==> src/rtl/riscv_pipe_pkg.sv <==
// Shared types for the RV32I pipeline control blocks: forwarding selects,
// hazard-FSM states and the hard-wired zero register index.
package riscv_pipe_pkg;

    typedef enum logic [1:0] {
        FWD_RF = 2'b00,
        FWD_W  = 2'b01,
        FWD_M  = 2'b10
    } fwd_sel_t;

    typedef enum logic {
        RUN     = 1'b0,
        LDSTALL = 1'b1
    } hz_state_t;

    localparam int REG_ZERO = 0;

endpackage

==> src/rtl/hazard_ctrl_fwd_sel.sv <==
// E-stage operand forwarding select for one ALU operand.
// The M stage wins over W because it holds the younger result.
module fwd_sel
    import riscv_pipe_pkg::*;
#(
    parameter int REG_ADDR_WIDTH = 5
) (
    input  logic [REG_ADDR_WIDTH-1:0] rsE,
    input  logic [REG_ADDR_WIDTH-1:0] rdM,
    input  logic [REG_ADDR_WIDTH-1:0] rdW,
    input  logic                      regWrM,
    input  logic                      regWrW,
    input  logic                      validM,
    input  logic                      validW,
    output logic [1:0]                sel
);

    localparam logic [REG_ADDR_WIDTH-1:0] ZERO_IDX = REG_ADDR_WIDTH'(REG_ZERO);

    logic hitM;
    logic hitW;

    assign hitM = validM && regWrM && (rdM != ZERO_IDX) && (rdM == rsE);
    assign hitW = validW && regWrW && (rdW != ZERO_IDX) && (rdW == rsE);

    always_comb begin
        sel = FWD_RF;
        if (hitM) begin
            sel = FWD_M;
        end else if (hitW) begin
            sel = FWD_W;
        end
    end

endmodule

==> src/rtl/hazard_ctrl.sv <==
// Hazard and forwarding controller for the 5-stage RV32I pipeline: load-use
// stall sequencing, control-hazard flushes, per-stage valids and startup flush.
//
//   state   | meaning
//   --------+--------------------------------------------------------------
//   RUN     | normal issue; a load-use hazard stalls for the first cycle here
//   LDSTALL | remaining load-use stall cycles, counted down by cnt to 0
module hazard_ctrl
    import riscv_pipe_pkg::*;
#(
    parameter int REG_ADDR_WIDTH = 5,
    parameter int LOAD_LATENCY   = 1,
    parameter int CNT_WIDTH      = 3
) (
    input  logic                      clk,
    input  logic                      rst,
    input  logic                      valid_f,
    input  logic [REG_ADDR_WIDTH-1:0] rs1_d,
    input  logic [REG_ADDR_WIDTH-1:0] rs2_d,
    input  logic [REG_ADDR_WIDTH-1:0] rs1_e,
    input  logic [REG_ADDR_WIDTH-1:0] rs2_e,
    input  logic [REG_ADDR_WIDTH-1:0] rd_e,
    input  logic [REG_ADDR_WIDTH-1:0] rd_m,
    input  logic [REG_ADDR_WIDTH-1:0] rd_w,
    input  logic                      reg_wr_e,
    input  logic                      reg_wr_m,
    input  logic                      reg_wr_w,
    input  logic                      load_e,
    input  logic                      pc_src_e,
    output logic                      stall_f,
    output logic                      stall_d,
    output logic                      flush_d,
    output logic                      flush_e,
    output logic [1:0]                fwd_a_e,
    output logic [1:0]                fwd_b_e
);

    localparam logic [REG_ADDR_WIDTH-1:0] ZERO_IDX = REG_ADDR_WIDTH'(REG_ZERO);
    localparam logic [CNT_WIDTH-1:0] CNT_LOAD =
        (LOAD_LATENCY > 1) ? CNT_WIDTH'(LOAD_LATENCY - 2) : '0;

    hz_state_t            state;
    hz_state_t            stateNext;
    logic [CNT_WIDTH-1:0] cnt;
    logic [CNT_WIDTH-1:0] cntNext;
    logic                 startFlag;
    logic                 vD;
    logic                 vE;
    logic                 vM;
    logic                 vW;
    logic                 lwHz;
    logic                 stallReq;

    // A load always writes its rd, so load_e alone qualifies the hazard.
    logic unusedRegWrE;
    assign unusedRegWrE = reg_wr_e;

    assign lwHz = vE && load_e && (rd_e != ZERO_IDX)
                  && ((rd_e == rs1_d) || (rd_e == rs2_d));

    always_comb begin
        stateNext = state;
        cntNext   = cnt;
        stallReq  = 1'b0;
        case (state)
            RUN: begin
                if (lwHz && !pc_src_e) begin
                    stallReq = 1'b1;
                    if (LOAD_LATENCY > 1) begin
                        stateNext = LDSTALL;
                        cntNext   = CNT_LOAD;
                    end
                end
            end
            LDSTALL: begin
                if (pc_src_e) begin
                    stateNext = RUN;
                end else begin
                    stallReq = 1'b1;
                    if (cnt == '0) begin
                        stateNext = RUN;
                    end else begin
                        cntNext = cnt - CNT_WIDTH'(1);
                    end
                end
            end
            default: begin
                stateNext = RUN;
                cntNext   = '0;
            end
        endcase
    end

    // A redirect (or the startup flag) flushes and overrides any stall request.
    assign stall_f = stallReq;
    assign stall_d = stallReq;
    assign flush_d = startFlag || pc_src_e;
    assign flush_e = startFlag || pc_src_e || stallReq;

    always_ff @(posedge clk or negedge rst) begin
        if (!rst) begin
            state     <= RUN;
            cnt       <= '0;
            startFlag <= 1'b1;
            vD        <= 1'b0;
            vE        <= 1'b0;
            vM        <= 1'b0;
            vW        <= 1'b0;
        end else begin
            state     <= stateNext;
            cnt       <= cntNext;
            startFlag <= 1'b0;
            vD        <= flush_d ? 1'b0 : (stall_d ? vD : valid_f);
            vE        <= flush_e ? 1'b0 : vD;
            vM        <= vE;
            vW        <= vM;
        end
    end

    fwd_sel #(.REG_ADDR_WIDTH(REG_ADDR_WIDTH)) uFwdA (
        .rsE    (rs1_e),
        .rdM    (rd_m),
        .rdW    (rd_w),
        .regWrM (reg_wr_m),
        .regWrW (reg_wr_w),
        .validM (vM),
        .validW (vW),
        .sel    (fwd_a_e)
    );

    fwd_sel #(.REG_ADDR_WIDTH(REG_ADDR_WIDTH)) uFwdB (
        .rsE    (rs2_e),
        .rdM    (rd_m),
        .rdW    (rd_w),
        .regWrM (reg_wr_m),
        .regWrW (reg_wr_w),
        .validM (vM),
        .validW (vW),
        .sel    (fwd_b_e)
    );

endmodule
==> config.mk <==
export PLATFORM = sky130hd
export DESIGN_NAME = hazard_ctrl
export DESIGN_NICKNAME = d
export VERILOG_FILES = /design/src/rtl/riscv_pipe_pkg.sv /design/src/rtl/hazard_ctrl_fwd_sel.sv /design/src/rtl/hazard_ctrl.sv
export SDC_FILE = /design/constraint.sdc
export NUM_CORES = 1
export LEC_CHECK = 0
export ABC_AREA = 1
export CELL_PAD_IN_SITES_DETAIL_PLACEMENT = 1
export CELL_PAD_IN_SITES_GLOBAL_PLACEMENT = 2
export CORE_AREA = 2 2 73 75
export CTS_BUF_LIST = sky130_fd_sc_hd__clkbuf_4 sky130_fd_sc_hd__clkbuf_8 sky130_fd_sc_hd__clkbuf_16
export CTS_CLUSTER_SIZE = 28
export DETAILED_ROUTE_END_ITERATION = 12
export DIE_AREA = 0 0 75 77
export HOLD_SLACK_MARGIN = 0.08
export PLACE_DENSITY_LB_ADDON = 0.1
export SYNTH_ARGS = -nofsm -noshare
export SYNTH_HDL_FRONTEND = slang
export SYNTH_SLANG_ARGS = --single-unit
export TNS_END_PERCENT = 100
==> constraint.sdc <==
create_clock -name clk -period 1.4 [get_ports clk]
set_input_delay 0.21 -clock clk [delete_from_list [all_inputs] [get_ports clk]]
set_output_delay 0.21 -clock clk [all_outputs]
set_load 0.02 [all_outputs]
==> results of run 1 <==
==> synth_stat cells <==
library cell,n,share of area [%]
nand2_1,27,12
inv_1,17,7.3
nor2_1,17,7.3
xnor2_1,12,12
xor2_1,11,11
dfrtp_1,8,23
nand3_1,8,4.6
nand4_1,4,2.9
nor3_1,4,2.3
buf_4,3,2.6
inv_2,3,1.3
ha_1,2,2.9
nand2_2,2,1.4
nand2_4,2,2.6
nor4_2,2,2.9
o21ai_0,2,1.1
conb_1,1,0.43
dfstp_2,1,3.0
==> final timing paths <==
path | endpoint | slack [ps] | depth (start not counted)
worst max-delay path | fwd_a_e[0] | 50 | 5
worst max register to register | cnt[0] | 150 | 6
max in group asynchronous | startFlag | 790 | 1
worst min register to register | vM | 390 | 0
worst min-delay path | cnt[1] | 290 | 1
min in group clk | vM | 390 | 0
==> through the flow <==
| step | cell area (um2) | setup TNS [ps] | total power (uW) |
|---|---|---|---|
| after global routing | 1570 | -77.9 | 938 |
| after floorplan | 875 | 0 | 373 |
| after CTS | 1610 | -140 | 887 |
| after detailed placement | 1550 | -6880 | 576 |
| after global placement | 1550 | -6600 | 571 |
| final | 1570 | 0 | 867 |
==> logic make-up after synthesis <==
kind of cell | count (synthesis) | share of synthesized area, %
buffers and inverters | 23 | 11.2
and+or+nand+nor | 66 | 35.5
xor gates and xnor gates | 23 | 23.0
adders and majority gates | 2 | 2.86
AOI/OAI and AO/OA | 2 | 1.14
other | 1 | 0.429
DFF | 9 | 25.9
==> final cells by class <==
class                   instances  share of cell area [%]
clock buffers                   4                    3.11
inverters                      20                    4.78
repair buffers                 68                    30.0
well taps                      70                    5.58
multi-input cells              94                    42.1
flip-flops and latches          9                    14.4
==> sequential cells by signal, indices dropped and copies added, names as in the netlist <==
| register | cells |
|---|---|
| cnt | 3 |
| startFlag | 1 |
| state | 1 |
| vD | 1 |
| vE | 1 |
| vM | 1 |
| vW | 1 |
==> per-layer routing <==
metal / vias up / wire [um]
met4: 0 / 0
met1: 469 / 1270
met3: 0 / 239
met2: 39 / 1480
met5: - / 0
li1: 516 / -
==> report_power, final <==
| part | leakage (uW) | internal, uW | total (uW) | switching (uW) |
|---|---|---|---|---|
| Sequential | 0.000121 | 266 | 268 | 1.75 |
| Clock | 0.0000262 | 217 | 316 | 98.5 |
| Combinational | 0.000677 | 143 | 284 | 141 |
==> what timing repair did <==
action	CTS	global route
gates resized for setup	108	71
endpoints found under the setup margin	10	8
pin swaps	24	35
buffers inserted	2	1
cloned	0	0
==> metrics.md, run 1 <==
| Metric | Value |
|---|---|
| GR peak layer | `met2` |
| Crit Path Category | `in2out` |
| Clock sink count | `9` |
| Grt ovf | `0` |
| I/O Pins | `51` |
| CP Max Fanout | `2` |
| Final WL | `2990 um` |
| CTS tree | `done` |
| # diodes | `0` |
| Place WS | `-834 ps` |
| Slowest cell on crit path | `nor4_4` |
| Highest Clock Rate | `0.739 GHz` |
| Post-synthesis sequential area ratio | `25.9%` |
| 1st-iter DRT viols | `6` |
| Total Routing Usage GR | `11.0%` |
| Vias per cell | `3.86` |
| Hold slack | `287 ps` |
| Worst vdd ir | `0.563 mV` |
| Die width | `75 um` |
| Multi-input combinational cell area | `661 um2` |
| Cell variety after synth | `18` |
| Startpoint types | `input pin` |
| Synth Instances | `126` |
| Die area | `5780 um2` |
| Post-Synthesis Mean Instance Area | `6.94 um2` |
| Endpoints failing setup | `0` |
| Via count | `1024` |
| Fill count | `628` |
| Fin. max-slew vios | `0` |
| Cell count after placement | `258` |
| Total number of yosys warnings | `0` |
| Number of nets in the layout | `241` |
| Starting Density | `17.6%` |
| Fin Clk Skew | `1.04 ps` |
| RSZ-0062 raised after global routing | `true` |
| Setup ws final | `46.9 ps` |
| Most frequent cells in the layout | `nand2_1 (27), clkbuf_2 (24), buf_4 (23)` |
| Antenna viol nets, final | `0` |
| Core ar. | `4980 um2` |
| GR Util met2 | `18.9%` |
| Drt drc | `0` |
| Die Ht | `77 um` |
| Vias in the first global route | `1138` |
| First-pass GRT wire length | `4910 um` |
| Final period util | `96.7%` |
| Port Buffers | `49` |
| Initial antenna violation count | `0` |
| Non-filler cells, final | `265` |
| GR Util met1 | `13.8%` |
| Num CTS Buffers | `3` |
| Share of cells above drive strength 1 | `47.7%` |
| Crit path from | `rs1_e[1]` |
| CTS Hold Buffers Added | `0` |
| Most common cell after layout, fill and taps aside | `nand2_1` |
| Clock root buffer | `clkbuf_8` |
| # rows | `26` |
| CP delay by family, top | `buffers and inverters` |
| Power per cell area | `553 nW/um2` |
| H-Tree Depth | `1` |
| Finished Core Util | `31.5%` |
| Max Cap Viol | `0` |
| Tmin final | `1350 ps` |
| Seq. cell area | `226 um2` |
| Hold Crit Class | `in2async` |
| Run status | `finished, final reports clean` |
| GP Congestion | `0.798` |
| Mapped cell area | `875 um2` |
| Synth Register Bits | `9` |
| First-pass DRT Iterations | `2` |
| WL/cell | `11.3 um` |
| CP Cell Sequence | `clkdlybuf4s15_1, xor2_2, nor4_4, nor2_1, buf_4` |
| P&R area growth vs syn | `79.4%` |
| Largest net degree at the start of global routing | `10` |
| Final HPWL DP | `2550 um` |
| Clk slew on worst S/H paths | `40 ps` |
| Worst path max stage delay | `290 ps` |
| Clock latency on the worst-skew pair | `230 ps` |
| Crit end category | `output port` |
| Final hold vios | `0` |
| CP Buf/Inv Count | `2` |
| Critical Path AT | `1140 ps` |
| Post-synth net total | `171` |
| Leak | `0.000825 uW` |
| Req. time, crit path | `1190 ps` |
| Met3 Usage GRT | `3.02%` |
| Clock buffer depth | `2` |
| FF-to-FF Start | `cnt[0]` |
Power figures use the tool's default switching activity.
==> run 2, diff against run 1 <==
--- a/config.mk
+++ b/config.mk
@@ -14,6 +14,7 @@
 export DETAILED_ROUTE_END_ITERATION = 12
 export DIE_AREA = 0 0 75 77
 export HOLD_SLACK_MARGIN = 0.08
+export MAX_ROUTING_LAYER = met4
 export PLACE_DENSITY_LB_ADDON = 0.1
 export SYNTH_ARGS = -nofsm -noshare
 export SYNTH_HDL_FRONTEND = slang
==> constraint.sdc (replaced) <==
create_clock -name clk -period 1.55 [get_ports clk]
set_input_delay 0.2325 -clock clk [delete_from_list [all_inputs] [get_ports clk]]
set_output_delay 0.2325 -clock clk [all_outputs]
set_load 0.02 [all_outputs]
==> run 2 against run 1 <==
Net effect:
- sequential cell count unchanged
- die area unchanged
- global-route usage down 0.71 points
- via count down 0.49%
- worst setup slack better by 3.6 ps
- combinational power down 13%
- sequential share of layout area about the same
- critical path depth up 2
- critical endpoint is now flush_e
==> metrics.md, run 2 (synthesis results as in run 1) <==
| Metric | Value |
|---|---|
| Run status | `finished, final reports clean` |
| Crit end category | `output port` |
| Power per cell area | `497 nW/um2 (-10%)` |
| Vias per cell | `3.87 (+0.27%)` |
| Most frequent cells in the layout | `nand2_1 (27), buf_4 (19), dlygate4sd2_1 (18)` |
| Critical Path AT | `1270 ps (+130 ps)` |
| Fin. max-slew vios | `0 (unchanged)` |
| CP Buf/Inv Count | `4 (+2)` |
| CTS tree | `done` |
| Crit Path Category | `in2out` |
| Die Ht | `77 um (unchanged)` |
| Die area | `5780 um2 (unchanged)` |
| Initial antenna violation count | `0 (unchanged)` |
| Most common cell after layout, fill and taps aside | `nand2_1` |
| Final WL | `2890 um (-3.3%)` |
| Tmin final | `1500 ps` |
| Hold Crit Class | `in2async` |
| Largest net degree at the start of global routing | `10 (unchanged)` |
| CP Cell Sequence | `clkdlybuf4s50_1, inv_1, nand4_1, inv_1, nand2_2, nand3_2, buf_6` |
| Final TNS setup | `0 ps (unchanged)` |
| Final HPWL DP | `2500 um (-2.0%)` |
| Number of nets in the layout | `239 (-0.83%)` |
| Share of cells above drive strength 1 | `27.5% (-20 points)` |
| Req. time, crit path | `1320 ps (+130 ps)` |
| Grt ovf | `0 (unchanged)` |
| Leak | `0.000823 uW (-0.28%)` |
| Slowest cell on crit path | `clkdlybuf4s50_1` |
| CP delay by family, top | `buffers and inverters` |
| Antenna viol nets, final | `0 (unchanged)` |
| Final hold vios | `0 (unchanged)` |
| Endpoints failing setup | `0 (unchanged)` |
| Clock buffer depth | `2 (unchanged)` |
| Finished Core Util | `31.5% (about the same)` |
| H-Tree Depth | `1 (unchanged)` |
| Highest Clock Rate | `0.667 GHz` |
| Starting Density | `17.6% (unchanged)` |
| Final period util | `96.7%` |
| Hold slack | `309 ps (+21.9 ps)` |
| Startpoint types | `input pin` |
| Num CTS Buffers | `3 (unchanged)` |
| P&R area growth vs syn | `79.3% (about the same)` |
| Port Buffers | `49 (unchanged)` |
| Max Cap Viol | `0 (unchanged)` |
| GP Congestion | `0.809 (+1.4%)` |
| WL/cell | `11.0 um (-2.6%)` |
| I/O Pins | `51 (unchanged)` |
| Worst vdd ir | `0.358 mV (-36%)` |
| Drt drc | `0 (unchanged)` |
| Pwr Total | `779 uW (-10%)` |
| # rows | `26 (unchanged)` |
| Fin Clk Skew | `0.402 ps (-0.639 ps)` |
| Largest register FFs | `3 (unchanged)` |
| Vias in the first global route | `1045 (-8.2%)` |
| Clock sink count | `9 (unchanged)` |
| # diodes | `0 (unchanged)` |
| Worst path max stage delay | `500 ps (+210 ps)` |
| CP Max Fanout | `3 (+1)` |
| Clk slew on worst S/H paths | `40 ps (about the same)` |
| RSZ-0062 raised after global routing | `false` |
| Clock latency on the worst-skew pair | `230 ps (about the same)` |
| Total Routing Usage GR | `10.2% (-0.71 points)` |
| Core ar. | `4980 um2 (unchanged)` |
| Via count | `1019 (-0.49%)` |
| Clock root buffer | `clkbuf_8` |
| Die width | `75 um (unchanged)` |
| 1st-iter DRT viols | `12 (+6)` |
| First-pass GRT wire length | `4520 um (-8.0%)` |
| Top reg by flops | `cnt` |
| Crit-path most repeated cell | `inv_1` |
| First-pass DRT Iterations | `2 (unchanged)` |
[run 2: cell types whose count changed in the layout (fill, tap and decap cells not counted), moves of 3 or more]
cell             before  now
nor2_1               10   15
xor2_2                4    0
buf_2                 7    2
clkdlybuf4s50_1       3    6
buf_4                23   19
dlygate4sd2_1         4   18
clkdlybuf4s15_1       2    8
clkbuf_2             24    9
nor2_2                7    2
xor2_1                7   11
[run 2: layout make-up]
class,instances,area (um2)
tap,70,87.6
clock buffer,4,48.8
inverter,20,75.1
fill,617,3410
timing repair buffer,66,542
multi-input combinational,94,588
sequential,9,226
[run 2: worst reg2reg max path: cells and delay by family (launching register included)]
family | cells | cell delay [ps]
buffers and inverters | 2 | 150
adders and majority gates | 2 | 370
and+or+nand+nor | 2 | 220
DFF | 1 | 350
AOI/OAI and AO/OA | 1 | 80
[run 2: final timing paths]
check | from | to | slack (ps) | depth (start not counted)
worst max register to register | cnt[0] | cnt[1] | 260 | 7
max in group asynchronous | rst | startFlag | 910 | 1
worst min-delay path | rst | cnt[0] | 310 | 1
worst max-delay path | pc_src_e | flush_e | 50 | 7
min in group clk | vE | vM | 380 | 0
worst min register to register | vE | vM | 380 | 0
[run 2: where the power goes]
group          total (uW)  leakage [uW]  internal [uW]  switching [uW]
logic                 247      0.000675            131             115
clock network         290     0.0000262            197            93.2
registers             242      0.000121            240            1.66
[run 2: timing repair]
action / CTS / global route
buffers inserted: 1 / 1
resized for setup: 75 / 33
hold buffers: 0 / 0
endpoints found under the hold margin: 0 / 0
gates cloned: 0 / 0
setup endpoints to repair: 8 / 7
pin swaps: 15 / 24
[run 2: through the flow]
stage / instance area, um2 / setup slack [ps] / instances
CTS: 1550 / 0.602 / 262
detailed placement: 1540 / -720 / 257
global placement: 1540 / -727 / 257
floorplan: 875 / 329 / 126
global route: 1570 / 0.800 / 263
finish: 1570 / 50.5 / 263
[run 2: per-layer routing]
| layer | vias to the layer above | global-route usage, % | routed length (um) |
|---|---|---|---|
| li1 | 518 | - | - |
| met1 | 459 | 13.0 | 1310 |
| met2 | 38 | 16.4 | 1360 |
| met3 | 4 | 1.71 | 195 |
| met4 | 0 | 3.21 | 25 |
| met5 | - | - | 0 |
